## src/rtl/dcc_bit_encoder.sv

```systemverilog
// DCC track waveform encoder: idle preamble, framed data bytes, XOR checksum and end bit.
// Each bit is a high half followed by a low half; bit length is chosen by the bit value.
module dcc_bit_encoder #(
  parameter int unsigned ONE_HALF_TICKS  = 58,
  parameter int unsigned ZERO_HALF_TICKS = 100,
  parameter int unsigned PREAMBLE_BITS   = 14,
  parameter int unsigned MAX_DATA_BYTES  = 5
) (
  input  logic       clk,
  input  logic       reset_n,
  input  logic       tick,
  input  logic       byte_valid,
  input  logic [7:0] byte_data,
  input  logic       byte_last,
  output logic       byte_ready,
  output logic       dcc_p,
  output logic       dcc_n,
  output logic       busy,
  output logic       err
);

  localparam int unsigned MaxHalf = (ONE_HALF_TICKS > ZERO_HALF_TICKS) ?
                                    ONE_HALF_TICKS : ZERO_HALF_TICKS;
  localparam int unsigned CntW = (MaxHalf > 1) ? $clog2(MaxHalf) : 1;
  localparam int unsigned PreW = $clog2(PREAMBLE_BITS + 1);
  localparam int unsigned NbW  = $clog2(MAX_DATA_BYTES + 1);

  localparam logic [CntW-1:0] OneLast  = CntW'(ONE_HALF_TICKS - 1);
  localparam logic [CntW-1:0] ZeroLast = CntW'(ZERO_HALF_TICKS - 1);
  localparam logic [PreW-1:0] PreMax   = PreW'(PREAMBLE_BITS);
  localparam logic [NbW-1:0]  NbMax    = NbW'(MAX_DATA_BYTES);

  typedef enum logic [1:0] {StIdle, StData, StChk} state_e;

  state_e          state_q, state_d;
  logic            bit_q, bit_d;
  logic            half_q, half_d;
  logic [CntW-1:0] cnt_q, cnt_d;
  logic [PreW-1:0] pre_q, pre_d;
  logic [7:0]      shreg_q, shreg_d;
  logic [3:0]      idx_q, idx_d;
  logic            last_q, last_d;
  logic [7:0]      chk_q, chk_d;
  logic [NbW-1:0]  nb_q, nb_d;
  logic            busy_q, busy_d;
  logic            err_q, err_d;
  logic            dcc_p_q, dcc_p_d;

  logic            half_end;
  logic            boundary;
  logic [PreW-1:0] pre_inc;
  logic            can_take;

  assign half_end = tick && (cnt_q == (bit_q ? OneLast : ZeroLast));
  assign boundary = half_end && half_q;
  // The '1' now completing already counts towards the preamble.
  assign pre_inc  = (bit_q && (pre_q != PreMax)) ? pre_q + 1'b1 : pre_q;
  assign can_take = ((state_q == StIdle) && (pre_inc >= PreMax)) ||
                    ((state_q == StData) && (idx_q == 4'd8) && !last_q && (nb_q != NbMax));
  assign byte_ready = boundary && can_take && byte_valid;

  always_comb begin
    state_d = state_q;
    bit_d   = bit_q;
    half_d  = half_q;
    cnt_d   = cnt_q;
    pre_d   = pre_q;
    shreg_d = shreg_q;
    idx_d   = idx_q;
    last_d  = last_q;
    chk_d   = chk_q;
    nb_d    = nb_q;
    busy_d  = busy_q;
    err_d   = 1'b0;
    dcc_p_d = dcc_p_q;

    if (tick) begin
      if (!half_end) begin
        cnt_d = cnt_q + 1'b1;
      end else if (!half_q) begin
        cnt_d   = '0;
        half_d  = 1'b1;
        dcc_p_d = 1'b0;
      end else begin
        cnt_d   = '0;
        half_d  = 1'b0;
        dcc_p_d = 1'b1;
        unique case (state_q)
          StIdle: begin
            pre_d = pre_inc;
            if (byte_ready) begin
              bit_d   = 1'b0;
              state_d = StData;
              chk_d   = byte_data;
              shreg_d = byte_data;
              last_d  = byte_last;
              nb_d    = NbW'(1);
              idx_d   = '0;
              busy_d  = 1'b1;
            end else begin
              bit_d = 1'b1;
            end
          end
          StData: begin
            if (idx_q != 4'd8) begin
              bit_d   = shreg_q[7];
              shreg_d = {shreg_q[6:0], 1'b0};
              idx_d   = idx_q + 4'd1;
            end else if (last_q || (nb_q == NbMax)) begin
              // Overflow truncates the packet but still closes it with a valid checksum.
              err_d   = !last_q;
              bit_d   = 1'b0;
              state_d = StChk;
              shreg_d = chk_q;
              idx_d   = '0;
            end else if (byte_valid) begin
              bit_d   = 1'b0;
              chk_d   = chk_q ^ byte_data;
              shreg_d = byte_data;
              last_d  = byte_last;
              nb_d    = nb_q + 1'b1;
              idx_d   = '0;
            end else begin
              err_d   = 1'b1;
              bit_d   = 1'b1;
              state_d = StIdle;
              busy_d  = 1'b0;
              pre_d   = '0;
            end
          end
          StChk: begin
            if (idx_q != 4'd8) begin
              bit_d   = shreg_q[7];
              shreg_d = {shreg_q[6:0], 1'b0};
              idx_d   = idx_q + 4'd1;
            end else begin
              // End bit doubles as the first preamble bit of the next packet.
              bit_d   = 1'b1;
              state_d = StIdle;
              busy_d  = 1'b0;
              pre_d   = '0;
            end
          end
          default: begin
            state_d = StIdle;
            bit_d   = 1'b1;
          end
        endcase
      end
    end
  end

  always_ff @(posedge clk or negedge reset_n) begin
    if (!reset_n) begin
      state_q <= StIdle;
      bit_q   <= 1'b1;
      half_q  <= 1'b0;
      cnt_q   <= '0;
      pre_q   <= '0;
      shreg_q <= '0;
      idx_q   <= '0;
      last_q  <= 1'b0;
      chk_q   <= '0;
      nb_q    <= '0;
      busy_q  <= 1'b0;
      err_q   <= 1'b0;
      dcc_p_q <= 1'b1;
    end else begin
      state_q <= state_d;
      bit_q   <= bit_d;
      half_q  <= half_d;
      cnt_q   <= cnt_d;
      pre_q   <= pre_d;
      shreg_q <= shreg_d;
      idx_q   <= idx_d;
      last_q  <= last_d;
      chk_q   <= chk_d;
      nb_q    <= nb_d;
      busy_q  <= busy_d;
      err_q   <= err_d;
      dcc_p_q <= dcc_p_d;
    end
  end

  assign dcc_p = dcc_p_q;
  assign dcc_n = ~dcc_p_q;
  assign busy  = busy_q;
  assign err   = err_q;

endmodule

```

## config.mk

```make
export PLATFORM = sky130hd
export DESIGN_NAME = dcc_bit_encoder
export DESIGN_NICKNAME = d
export VERILOG_FILES = /design/src/rtl/dcc_bit_encoder.sv
export SDC_FILE = /design/constraint.sdc
export NUM_CORES = 1
export LEC_CHECK = 0
export BUFFER_PORTS_ARGS = -buffer_cell sky130_fd_sc_hd__buf_2
export CORE_MARGIN = 5
export CORE_UTILIZATION = 30
export CTS_CLUSTER_DIAMETER = 80
export DETAILED_ROUTE_END_ITERATION = 7
export HOLD_SLACK_MARGIN = 0.06
export PLACE_DENSITY = 0.57
export SKIP_LAST_GASP = 1
export SLEW_MARGIN = 20
export SYNTH_ARGS = -nofsm -noshare
export SYNTH_HDL_FRONTEND = slang
export SYNTH_SLANG_ARGS = --single-unit
```

## constraint.sdc

```tcl
create_clock -name clk -period 3.5 [get_ports clk]
set_input_delay 0.7 -clock clk [delete_from_list [all_inputs] [get_ports clk]]
set_output_delay 0.7 -clock clk [all_outputs]
set_load 0.05 [all_outputs]
```

### Word level (Yosys, flattened, before mapping)

Cells that the tools add are included.

| word-level totals | value |
|---|---|
| bits in registers | 42 |
| bits of input ports | 13 |
| output and inout bits | 5 |
| word-level logic and storage cells | 119 |

| operators by class | value |
|---|---|
| $add $sub $neg | 4 |
| $lt $le $gt $ge | 1 |
| eq/ne operators | 17 |
| mux-type cells | 60 |
| bitwise gates (word level) | 2 |
| reduce and logical (&&, ||, !) cells | 22 |

Operators by type and width:

| kind | number |
|---|---|
| 2-to-1 mux 8 bit | 8 |
| 2-to-1 mux 4 bit | 10 |
| one-hot mux 4 bit (3 select lines) | 2 |
| one-hot mux 8 bit (3 select lines) | 1 |
| 2-to-1 mux 1 bit | 22 |
| one-hot mux 8 bit (2 select lines) | 1 |
| AND reduction 8 bit | 2 |
| 2-to-1 mux 7 bit | 2 |
| inequality test 2 bit, second input constant | 7 |
| AND reduction 7 bit | 2 |
| 2-to-1 mux 3 bit | 4 |
| 2-to-1 mux 2 bit | 5 |
| logical AND 1 bit | 9 |
| AND reduction 9 bit | 1 |
| adder 4 x 1 -> 4 bit, second input constant | 2 |
| inequality test 4 bit, second input constant | 2 |
| bitwise XOR 8 bit | 1 |
| adder 7 x 1 -> 7 bit, second input constant | 1 |
| equality test 7 bit | 1 |
| one-hot mux 1 bit (3 select lines) | 2 |
| one-hot mux 2 bit (3 select lines) | 1 |
| one-hot mux 3 bit (2 select lines) | 1 |
| equality test 4 bit, second input constant | 1 |
| >= comparator 4 bit, second input constant | 1 |
| other kinds (16) | 17 |

### Logic depth before layout (Yosys ltp)

Gate-level depths: netlist (run 1).

| depth | value |
|---|---|
| depth after elaboration | 10 |
| gate-level depth with buffers | 9 |

### Worst setup path before layout (run 1)

Ideal clock, no wire load.

| path | value |
|---|---|
| kind | register to output |
| from | register pre_q[0] |
| to | output byte_ready |
| arrival time | 2.327 ns |
| data required time | 2.800 ns |
| path slack | 0.473 ns |
| cell stages (with the launch flop) | 7 |
| path buffers | 0 |
| cells stage by stage | dfrtp_1 inv_1 ha_1 and4bb_2 a211oi_2 or4_1 a21oi_1 |

| between the ends | value |
|---|---|
| cells in the longest elaborated chain, start to end | 8 |
| elaborated cells between the ends (all ways) | 9 |
| classes of those cells | 1 x add/sub; 1 x order compare; 1 x eq/ne; 1 x mux; 5 x reduce/logical |

RTL lines:

| what | RTL line | source |
|---|---|---|
| start, declared | 39 | `logic [PreW-1:0] pre_q, pre_d;` |
| start signal, assigned | 173 | `pre_q <= pre_d;` |
| branches (longest 2 deep; another with adder 4 x 1 -> 4 bit) | n/a |  |
| 2-to-1 mux 4 bit (*) | 57 | `assign pre_inc = (bit_q && (pre_q != PreMax)) ? pre_q + 1'b1 : pre_q;` |
| >= comparator 4 bit (*) | 58 | `assign can_take = ((state_q == StIdle) && (pre_inc >= PreMax)) \|\|` |
| logical AND 1 bit (*) | 58 |  |
| logical OR 1 bit (*) | 58 |  |
| logical AND 1 bit (*) (2 in a row) | 60 | `assign byte_ready = boundary && can_take && byte_valid;` |
| end, declared | 15 | `output logic byte_ready,` |

Every way passes the cells marked *.

### Worst setup path after layout (run 1)

Same ends and word-level chain as after synthesis.

==> impl_metrics.env, run 1 <==
export IMPL_outcome="finished clean"
export IMPL_max_cap_violations=0
export IMPL_cts_made_buffers=5
export IMPL_clock_sinks=42
export IMPL_dr_pass1_iters=6
export IMPL_holdWs_ns=0.375
export IMPL_clock_skew_ns=0.00848
export IMPL_grt_pass1_wl_um=9830
export IMPL_grt_max_degree=43
export IMPL_layout_nets=295
export IMPL_vias=2044
export IMPL_fp_coreArea_um2=8220
export IMPL_critPathCaptureType="primary output"
export IMPL_criticalPathCategory="reg -> out"
export IMPL_slew_viol_final=0
export IMPL_r2r_end="nb_q[0]$_DFFE_PN0P_"
export IMPL_place_inst=369
export IMPL_initial_core_util_pct=30.7
export IMPL_grt_usage_pct=12.0
export IMPL_clockBufferDepth=2
export IMPL_min_path_type="in -> async"
export IMPL_detail_route_vias_per_cell=5.42
export IMPL_p_leak_nw=1.31
export IMPL_cts_tree="done"
export IMPL_crit_fanout=5
export IMPL_fin_crit_sh_pct=87.9
export IMPL_wire_per_inst_um=15.2
export IMPL_clk_pin_slew_worst_paths_ns=0.08
export IMPL_fin_total_pwr_mw=1.06
export IMPL_arrival_ns=2.38
export IMPL_die_h_um=102
export IMPL_yosys_most_used_dff="dfrtp_1"
export IMPL_drc=0
export IMPL_synth_cells=256
export IMPL_die_w_um=102
export IMPL_cp_startpoint="pre_q[0]$_DFFE_PN0P_"
export IMPL_r2r_start="pre_q[0]$_DFFE_PN0P_"
export IMPL_crit_path_start_kind="register"
export IMPL_slew_limit_headroom_pct=52.0
export IMPL_grt_pass1_vias=1951
export IMPL_drtIter0Drc=156
export IMPL_synth_seq_area_share_pct=41.8
export IMPL_io_pins=18
export IMPL_fillers=843
export IMPL_rrSetupSlack_ns=0.78
export IMPL_cts_max_level=2
export IMPL_drtAntennaViolNets=0
export IMPL_cp_top_family="simple AND/OR/NAND/NOR gates"
export IMPL_max_freq_mhz=325
export IMPL_grt_overflow=0
export IMPL_hold_viol_final=0
export IMPL_path_depth=7
export IMPL_setup_slack_ns=0.424
export IMPL_p_per_area_nw_per_um2=374
export IMPL_worst_path_buf_inv=2
export IMPL_gp_congestion=0.782
export IMPL_n_antenna_cell=0
export IMPL_cp_slowest_cell="or4_1"
export IMPL_layout_cells_non_filler=377
export IMPL_synth_seq_cells=42
export IMPL_synthArstFlopShare_pct=100
export IMPL_worstPathRequired_ns=2.80
export IMPL_synth_fp_nets=280
export IMPL_synth_area_um2=2520
export IMPL_yosysUniqueCellTypes=58
export IMPL_rsz0062_at_grt="false"
export IMPL_tns_ns=0
export IMPL_dieArea_um2=10300
export IMPL_final_common_cell="dfrtp_1"
export IMPL_synth_edff_count=0
export IMPL_root_buffer="clkbuf_8"
export IMPL_worst_pin_slew_ns=0.719
export IMPL_final_layout_size_suffix_gt1_share_pct=15.8
export IMPL_clk_latency_ns=0.30
export IMPL_final_cell_mix="dfrtp_1 (40), inv_1 (18), a21oi_1 (18), o21ai_0 (18), buf_2 (16)"
export IMPL_route_final_wire_length_um=5730
export IMPL_yosys_warnings=0
export IMPL_reg2reg_depth=8
export IMPL_post_dp_hpwl_um=3950
export IMPL_cts_resized=0
export IMPL_peakVddDrop_mv=0.165
export IMPL_critPathMaxStageDelay_ns=0.48
export IMPL_antenna_found_initial=0
export IMPL_setup_violations=0
export IMPL_syn_avg_cell_area_um2=9.85
export IMPL_core_rowCount=33
export IMPL_path_cells="inv_1 > ha_1 > and4bb_2 > a211oi_2 > or4_1 > a21oi_1 > buf_2"
export IMPL_place_port_buffers=17
export IMPL_dp_slack_ns=0.770
export IMPL_syn2layout_area_growth_pct=11.9
export IMPL_postCtsSetupBuffers=0
export IMPL_cts_hold_buf=0
export IMPL_period_needed_ns=3.08
-- kinds of logic (layout without fill, tap and decap cells) --
logic type | count (synthesis) | in the layout | share of synthesized area (%)
mux | 17 | 17 | 7.59
compound gates | 77 | 77 | 21.0
fa+ha+maj | 11 | 11 | 5.46
flops | 42 | 42 | 41.8
xor+xnor | 6 | 6 | 2.08
simple gates | 71 | 71 | 16.7
buf+inv | 32 | 48 | 5.36
-- state kept, by name, summed over array words and instances, names as in the netlist, 2 cells and up --
signal,flops
shreg_q,8
nb_q,3
cnt_q,7
chk_q,8
idx_q,4
state_q,2
pre_q,4
-- Yosys cell counts (all sizes together) (2+ instances only) --
master	n	area, µm²
nor3	5	30.0
nand4b	2	17.5
and4b	2	20.0
o31ai	4	30.0
clkbuf	7	26.3
xor2	5	43.8
and3	4	25.0
mux2	4	48.8
o21ai	18	90.1
and2	3	18.8
or3	2	12.5
a21oi	18	90.1
nor2b	2	12.5
dfrtp	40	1000
a211oi	2	20.0
a31oi	4	25.0
nor2	8	30.0
nand2	13	56.3
a222oi	7	70.1
or4	2	18.8
a41oi	8	70.1
buf	7	41.3
dfstp	2	52.6
o22ai	2	12.5
a21o	2	15.0
nor3b	2	15.0
nand2b	3	18.8
ha	11	138
mux2i	13	143
nand4	3	18.8
inv	18	67.6
nand3	15	75.1
and3b	2	17.5
-- worst max path at each step --
stage | endpoint | slack [ns]
6_report | byte_ready | 0.42
5_1_grt | byte_ready | 0.28
2_1_floorplan | byte_ready | 0.47
4_1_cts | byte_ready | 0.43
3_3_place_gp | nb_q[0]$_DFFE_PN0P_ | 0.74
3_5_place_dp | last_q$_DFFE_PN0P_ | 0.77
-- power breakdown --
group | switching, mW | internal (mW) | total [mW]
Combinational | 0.0539 | 0.0525 | 0.106
Sequential | 0.0430 | 0.520 | 0.563
Clock | 0.173 | 0.213 | 0.386
-- per-layer routing --
metal	global-route usage (%)	share of wire [%]	vias to the layer above
met2	18.9	46	37
met4	4.29	1.6	0
met5	0	0	-
met1	16.5	49	1014
met3	2.34	3.5	5
li1	-	-	988
-- per-stage QoR --
stage,instance area [µm²],utilization [%]
2_1_floorplan,2520,-
3_3_place_gp,2710,33.0
3_5_place_dp,2710,33.0
4_1_cts,2820,34.3
5_1_grt,2820,34.3
6_report,2820,34.3
-- worst reg2reg max path, stage by stage (launching register included) --
cell,delay [ns]
dfrtp_1,0.40
inv_1,0.06
ha_1,0.31
and4bb_2,0.31
a211oi_2,0.05
o31ai_1,0.29
buf_4,0.26
and3_1,0.54
mux2_2,0.40
-- area by class of cell --
type                       instances  area [µm²]  share of cell area (%)
multi-input combinational        182        1330                    47.2
sequential                        42        1050                    37.4
tap                              105         131                    4.66
timing repair buffer              22         125                    4.44
clock buffer                       6        72.6                    2.57
inverter                          18        67.6                    2.40
clock inverter                     2        37.5                    1.33
(Power assumes the default switching activity.)
==> run 2, diff against run 1 <==
--- a/config.mk
+++ b/config.mk
@@ -8,6 +8,7 @@
 export BUFFER_PORTS_ARGS = -buffer_cell sky130_fd_sc_hd__buf_2
 export CORE_MARGIN = 5
 export CORE_UTILIZATION = 30
+export CTS_BUF_LIST = sky130_fd_sc_hd__clkbuf_4 sky130_fd_sc_hd__clkbuf_8
 export CTS_CLUSTER_DIAMETER = 80
 export DETAILED_ROUTE_END_ITERATION = 7
 export HOLD_SLACK_MARGIN = 0.06
==> impl_metrics.env, run 2 (same netlist as run 1, synthesis figures left out) <==
export IMPL_grt_max_degree=43
export IMPL_initial_core_util_pct=30.7
export IMPL_fp_coreArea_um2=8220
export IMPL_detail_route_vias_per_cell=5.39
export IMPL_r2r_end="nb_q[0]$_DFFE_PN0P_"
export IMPL_reg_largest_list="chk_q x8, shreg_q x8, cnt_q x7"
export IMPL_drtIter0Drc=175
export IMPL_final_layout_size_suffix_gt1_share_pct=16.2
export IMPL_p_seq_share_pct=53.0
export IMPL_root_buffer="clkbuf_8"
export IMPL_cts_max_level=2
export IMPL_worst_pin_slew_ns=0.703
export IMPL_vias=2033
export IMPL_outcome="finished clean"
export IMPL_clk_latency_ns=0.30
export IMPL_clock_sinks=42
export IMPL_drtAntennaViolNets=0
export IMPL_rsz0062_at_grt="false"
export IMPL_switching_power_mw=0.268
export IMPL_antenna_found_initial=0
export IMPL_fin_crit_sh_pct=87.7
export IMPL_critPathCaptureType="primary output"
export IMPL_crit_fanout=5
export IMPL_syn2layout_area_growth_pct=12.0
export IMPL_cp_startpoint="pre_q[0]$_DFFE_PN0P_"
export IMPL_layout_nets=295
export IMPL_dieArea_um2=10300
export IMPL_grt_pass1_wl_um=9830
export IMPL_final_cell_mix="dfrtp_1 (40), inv_1 (18), a21oi_1 (18), o21ai_0 (18), buf_2 (16)"
export IMPL_switching_share_pct=25.3
export IMPL_crit_path_start_kind="register"
export IMPL_wire_per_inst_um=15.3
export IMPL_clk_pin_slew_worst_paths_ns=0.08
export IMPL_reg2reg_depth=8
export IMPL_cts_made_buffers=5
export IMPL_die_h_um=102
export IMPL_postCtsSetupBuffers=0
export IMPL_cts_tree="done"
export IMPL_r2r_start="pre_q[0]$_DFFE_PN0P_"
export IMPL_route_final_wire_length_um=5760
export IMPL_dr_pass1_iters=4
export IMPL_clockPowerShare_pct=36.9
export IMPL_max_freq_mhz=326
export IMPL_tns_ns=0
export IMPL_arrival_ns=2.37
export IMPL_die_w_um=102
export IMPL_io_pins=18
export IMPL_place_port_buffers=17
export IMPL_p_per_area_nw_per_um2=376
export IMPL_peakVddDrop_mv=0.166
export IMPL_holdWs_ns=0.379
export IMPL_p_comb_share_pct=10.0
export IMPL_clock_skew_ns=0.0119
export IMPL_gp_congestion=0.782
export IMPL_slew_viol_final=0
export IMPL_critPathCapture="byte_ready"
export IMPL_grt_usage_pct=12.0
export IMPL_max_cap_violations=0
export IMPL_criticalPathCategory="reg -> out"
export IMPL_post_dp_hpwl_um=3950
export IMPL_min_path_type="in -> async"
export IMPL_clockBufferDepth=2
export IMPL_worstPathRequired_ns=2.80
export IMPL_drc=0
export IMPL_grt_pass1_vias=1948
export IMPL_n_antenna_cell=0
export IMPL_period_needed_ns=3.07
export IMPL_slew_limit_headroom_pct=53.0
export IMPL_p_int_mw=0.794
export IMPL_cts_resized=0
export IMPL_hold_viol_final=0
export IMPL_grt_overflow=0
export IMPL_setup_violations=0
export IMPL_rrSetupSlack_ns=0.79
export IMPL_final_common_cell="dfrtp_1"
export IMPL_p_leak_nw=1.31
export IMPL_cts_hold_buf=0
export IMPL_core_rowCount=33
run 2: cell count changes in the layout (fill, tap and decap cells not counted):
cell | previous run | this run
clkbuf_1 | 1 | 0
clkbuf_4 | 0 | 1
run 2: layer usage:
layer	track usage (%)	vias up	part of all wire [%]
met1	16.5	1004	49
met5	0	-	0
li1	-	990	-
met4	4.29	0	1.4
met2	18.8	35	45
met3	2.34	4	4.1
run 2: critical path, cell delays in order (launching register included):
cell and delay [ns]:
dfrtp_1 0.40, inv_1 0.06, ha_1 0.31, and4bb_2 0.31, a211oi_2 0.05, or4_1 0.48
a21oi_1 0.18, buf_2 0.29
run 2: final cells by class:
cell class	count	area, µm²
sequential	42	1050
inverter	18	67.6
timing repair buffer	22	125
tap	105	131
multi-input combinational	182	1330
clock buffer	6	76.3
fill	841	5390
clock inverter	2	37.5
run 2: power groups by stage:
| stage | logic [mW] | clock network (mW) | registers [mW] |
|---|---|---|---|
| final | 0.106 | 0.392 | 0.563 |
| after detailed placement | 0.108 | 0 | 0.573 |
| after global routing | 0.125 | 0.428 | 0.569 |
| after global placement | 0.105 | 0 | 0.573 |
| after CTS | 0.109 | 0.409 | 0.564 |
| after floorplan | 0.0761 | 0 | 0.563 |
run 2: how the worst min path moves through the flow:
stage                       start              endpoint  slack [ns]  cells past startpoint
2_1_floorplan             reset_n      busy$_DFFE_PN0P_        0.40                      0
3_3_place_gp   half_q$_DFFE_PN0P_    half_q$_DFFE_PN0P_        0.45                      1
3_5_place_dp   half_q$_DFFE_PN0P_    half_q$_DFFE_PN0P_        0.45                      1
4_1_cts        half_q$_DFFE_PN0P_    half_q$_DFFE_PN0P_        0.47                      1
5_1_grt                   reset_n  cnt_q[1]$_DFFE_PN0P_        0.43                      1
6_report                  reset_n  cnt_q[1]$_DFFE_PN0P_        0.38                      1
run 2: through the flow:
step	power (mW)	std cells	worst slack, ns	utilization, %	instance area, µm²
detailed placement	0.682	369	0.770	33.0	2710
global placement	0.678	369	0.740	33.0	2710
global route	1.12	377	0.279	34.4	2820
finish	1.06	377	0.429	34.4	2820
CTS	1.08	377	0.434	34.3	2820
floorplan	0.639	256	0.473	-	2520
==> run 3, diff against run 2 <==
--- a/config.mk
+++ b/config.mk
@@ -12,7 +12,6 @@
 export CTS_CLUSTER_DIAMETER = 80
 export DETAILED_ROUTE_END_ITERATION = 7
 export HOLD_SLACK_MARGIN = 0.06
-export PLACE_DENSITY = 0.57
 export SKIP_LAST_GASP = 1
 export SLEW_MARGIN = 20
 export SYNTH_ARGS = -nofsm -noshare
==> impl_metrics.env, run 3 (same netlist as run 1, synthesis figures left out) <==
export IMPL_outcome="finished clean"
export IMPL_route_final_wire_length_um=5650
export IMPL_max_freq_mhz=327
export IMPL_top_layer_used="met4"
export IMPL_detail_route_vias_per_cell=5.41
export IMPL_dr_pass1_iters=4
export IMPL_grt_max_degree=43
export IMPL_clk_pin_slew_worst_paths_ns=0.09
export IMPL_cp_slowest_cell="or4_1"
export IMPL_rsz0062_at_grt="false"
export IMPL_postCtsSetupBuffers=0
export IMPL_drtAntennaViolNets=0
export IMPL_tns_ns=0
export IMPL_dp_slack_ns=0.766
export IMPL_n_antenna_cell=0
export IMPL_p_per_area_nw_per_um2=375
export IMPL_final_cell_mix="dfrtp_1 (40), inv_1 (18), a21oi_1 (18), o21ai_0 (18), buf_2 (16)"
export IMPL_vias=2039
export IMPL_gp_congestion=0.833
export IMPL_final_util_pct=34.3
export IMPL_path_cells="inv_1 > ha_1 > and4bb_2 > a211oi_2 > or4_1 > a21oi_1 > buf_2"
export IMPL_grt_usage_pct=11.6
export IMPL_grt_pass1_wl_um=9580
export IMPL_clockBufferDepth=2
export IMPL_crit_fanout=5
export IMPL_final_layout_size_suffix_gt1_share_pct=16.2
export IMPL_grt_pass1_vias=2006
export IMPL_antenna_found_initial=0
export IMPL_grt_overflow=0
export IMPL_crit_path_start_kind="register"
export IMPL_max_cap_violations=0
export IMPL_die_w_um=102
export IMPL_post_dp_hpwl_um=4000
export IMPL_reg_largest_list="chk_q x8, shreg_q x8, cnt_q x7"
export IMPL_fp_coreArea_um2=8220
export IMPL_period_needed_ns=3.06
export IMPL_core_rowCount=33
export IMPL_peakVddDrop_mv=0.146
export IMPL_place_port_buffers=17
export IMPL_p_leak_nw=1.32
export IMPL_slew_viol_final=0
export IMPL_clock_sinks=42
export IMPL_wire_per_inst_um=15.0
export IMPL_drtIter0Drc=126
export IMPL_io_pins=18
export IMPL_cts_made_buffers=5
export IMPL_cts_resized=0
export IMPL_m1WireLength_um=2710
export IMPL_clk_latency_ns=0.30
export IMPL_wl_met3_um=241
export IMPL_initial_core_util_pct=30.7
export IMPL_holdWs_ns=0.383
export IMPL_criticalPathCategory="reg -> out"
export IMPL_cp_top_family="simple AND/OR/NAND/NOR gates"
export IMPL_min_path_type="in -> async"
export IMPL_worst_path_buf_inv=2
export IMPL_final_common_cell="dfrtp_1"
export IMPL_arrival_ns=2.36
export IMPL_syn2layout_area_growth_pct=11.8
export IMPL_fin_crit_sh_pct=87.3
export IMPL_root_buffer="clkbuf_8"
export IMPL_setup_slack_ns=0.445
export IMPL_cts_tree="done"
export IMPL_drc=0
export IMPL_cts_max_level=2
export IMPL_layout_nets=295
export IMPL_critPathCaptureType="primary output"
export IMPL_dieArea_um2=10300
export IMPL_setup_violations=0
export IMPL_dr_wl_met2_um=2650
export IMPL_hold_viol_final=0
export IMPL_critPathMaxStageDelay_ns=0.47
export IMPL_clock_skew_ns=0.0110
export IMPL_cts_hold_buf=0
export IMPL_worst_pin_slew_ns=0.640
export IMPL_die_h_um=102
export IMPL_slew_limit_headroom_pct=57.2
export IMPL_worstPathRequired_ns=2.80
## run 3: final cells by class
class | count | area [µm²]
Multi-Input combinational cell | 182 | 1330
Tap cell | 105 | 131
Clock buffer | 5 | 68.8
Inverter | 18 | 67.6
Clock inverter | 3 | 40.0
Timing Repair Buffer | 22 | 125
Sequential cell | 42 | 1050
Fill cell | 832 | 5400
## run 3: routing by layer
metal	track usage, %	up-vias
met5	0	-
met4	3.07	0
met3	2.48	4
met2	19.1	43
met1	15.4	997
li1	-	995
## run 3: final timing paths
kind                                          end  depth (start not counted)                 start  slack (ns)
setup / recovery                       byte_ready                          7  pre_q[0]$_DFFE_PN0P_        0.44
hold / removal               chk_q[0]$_DFFE_PN0P_                          1               reset_n        0.38
setup reg to reg              nb_q[0]$_DFFE_PN0P_                          8  pre_q[0]$_DFFE_PN0P_        0.89
hold reg to reg                half_q$_DFFE_PN0P_                          1    half_q$_DFFE_PN0P_        0.47
max in group asynchronous  state_q[0]$_DFFE_PN0P_                          1               reset_n        2.73
min in group clk               half_q$_DFFE_PN0P_                          1    half_q$_DFFE_PN0P_        0.47
## run 3: through the flow
| stage | cell area, µm² | total power, mW | cells |
|---|---|---|---|
| finish | 2820 | 1.06 | 377 |
| global route | 2820 | 1.12 | 377 |
| CTS | 2820 | 1.07 | 377 |
| detailed placement | 2710 | 0.683 | 369 |
| global placement | 2710 | 0.679 | 369 |
| floorplan | 2520 | 0.639 | 256 |
## run 3: power breakdown
part	switching [mW]	internal, mW	total [mW]
registers	0.0454	0.520	0.566
logic	0.0543	0.0520	0.106
clock network	0.176	0.210	0.386
total	0.276	0.783	1.06
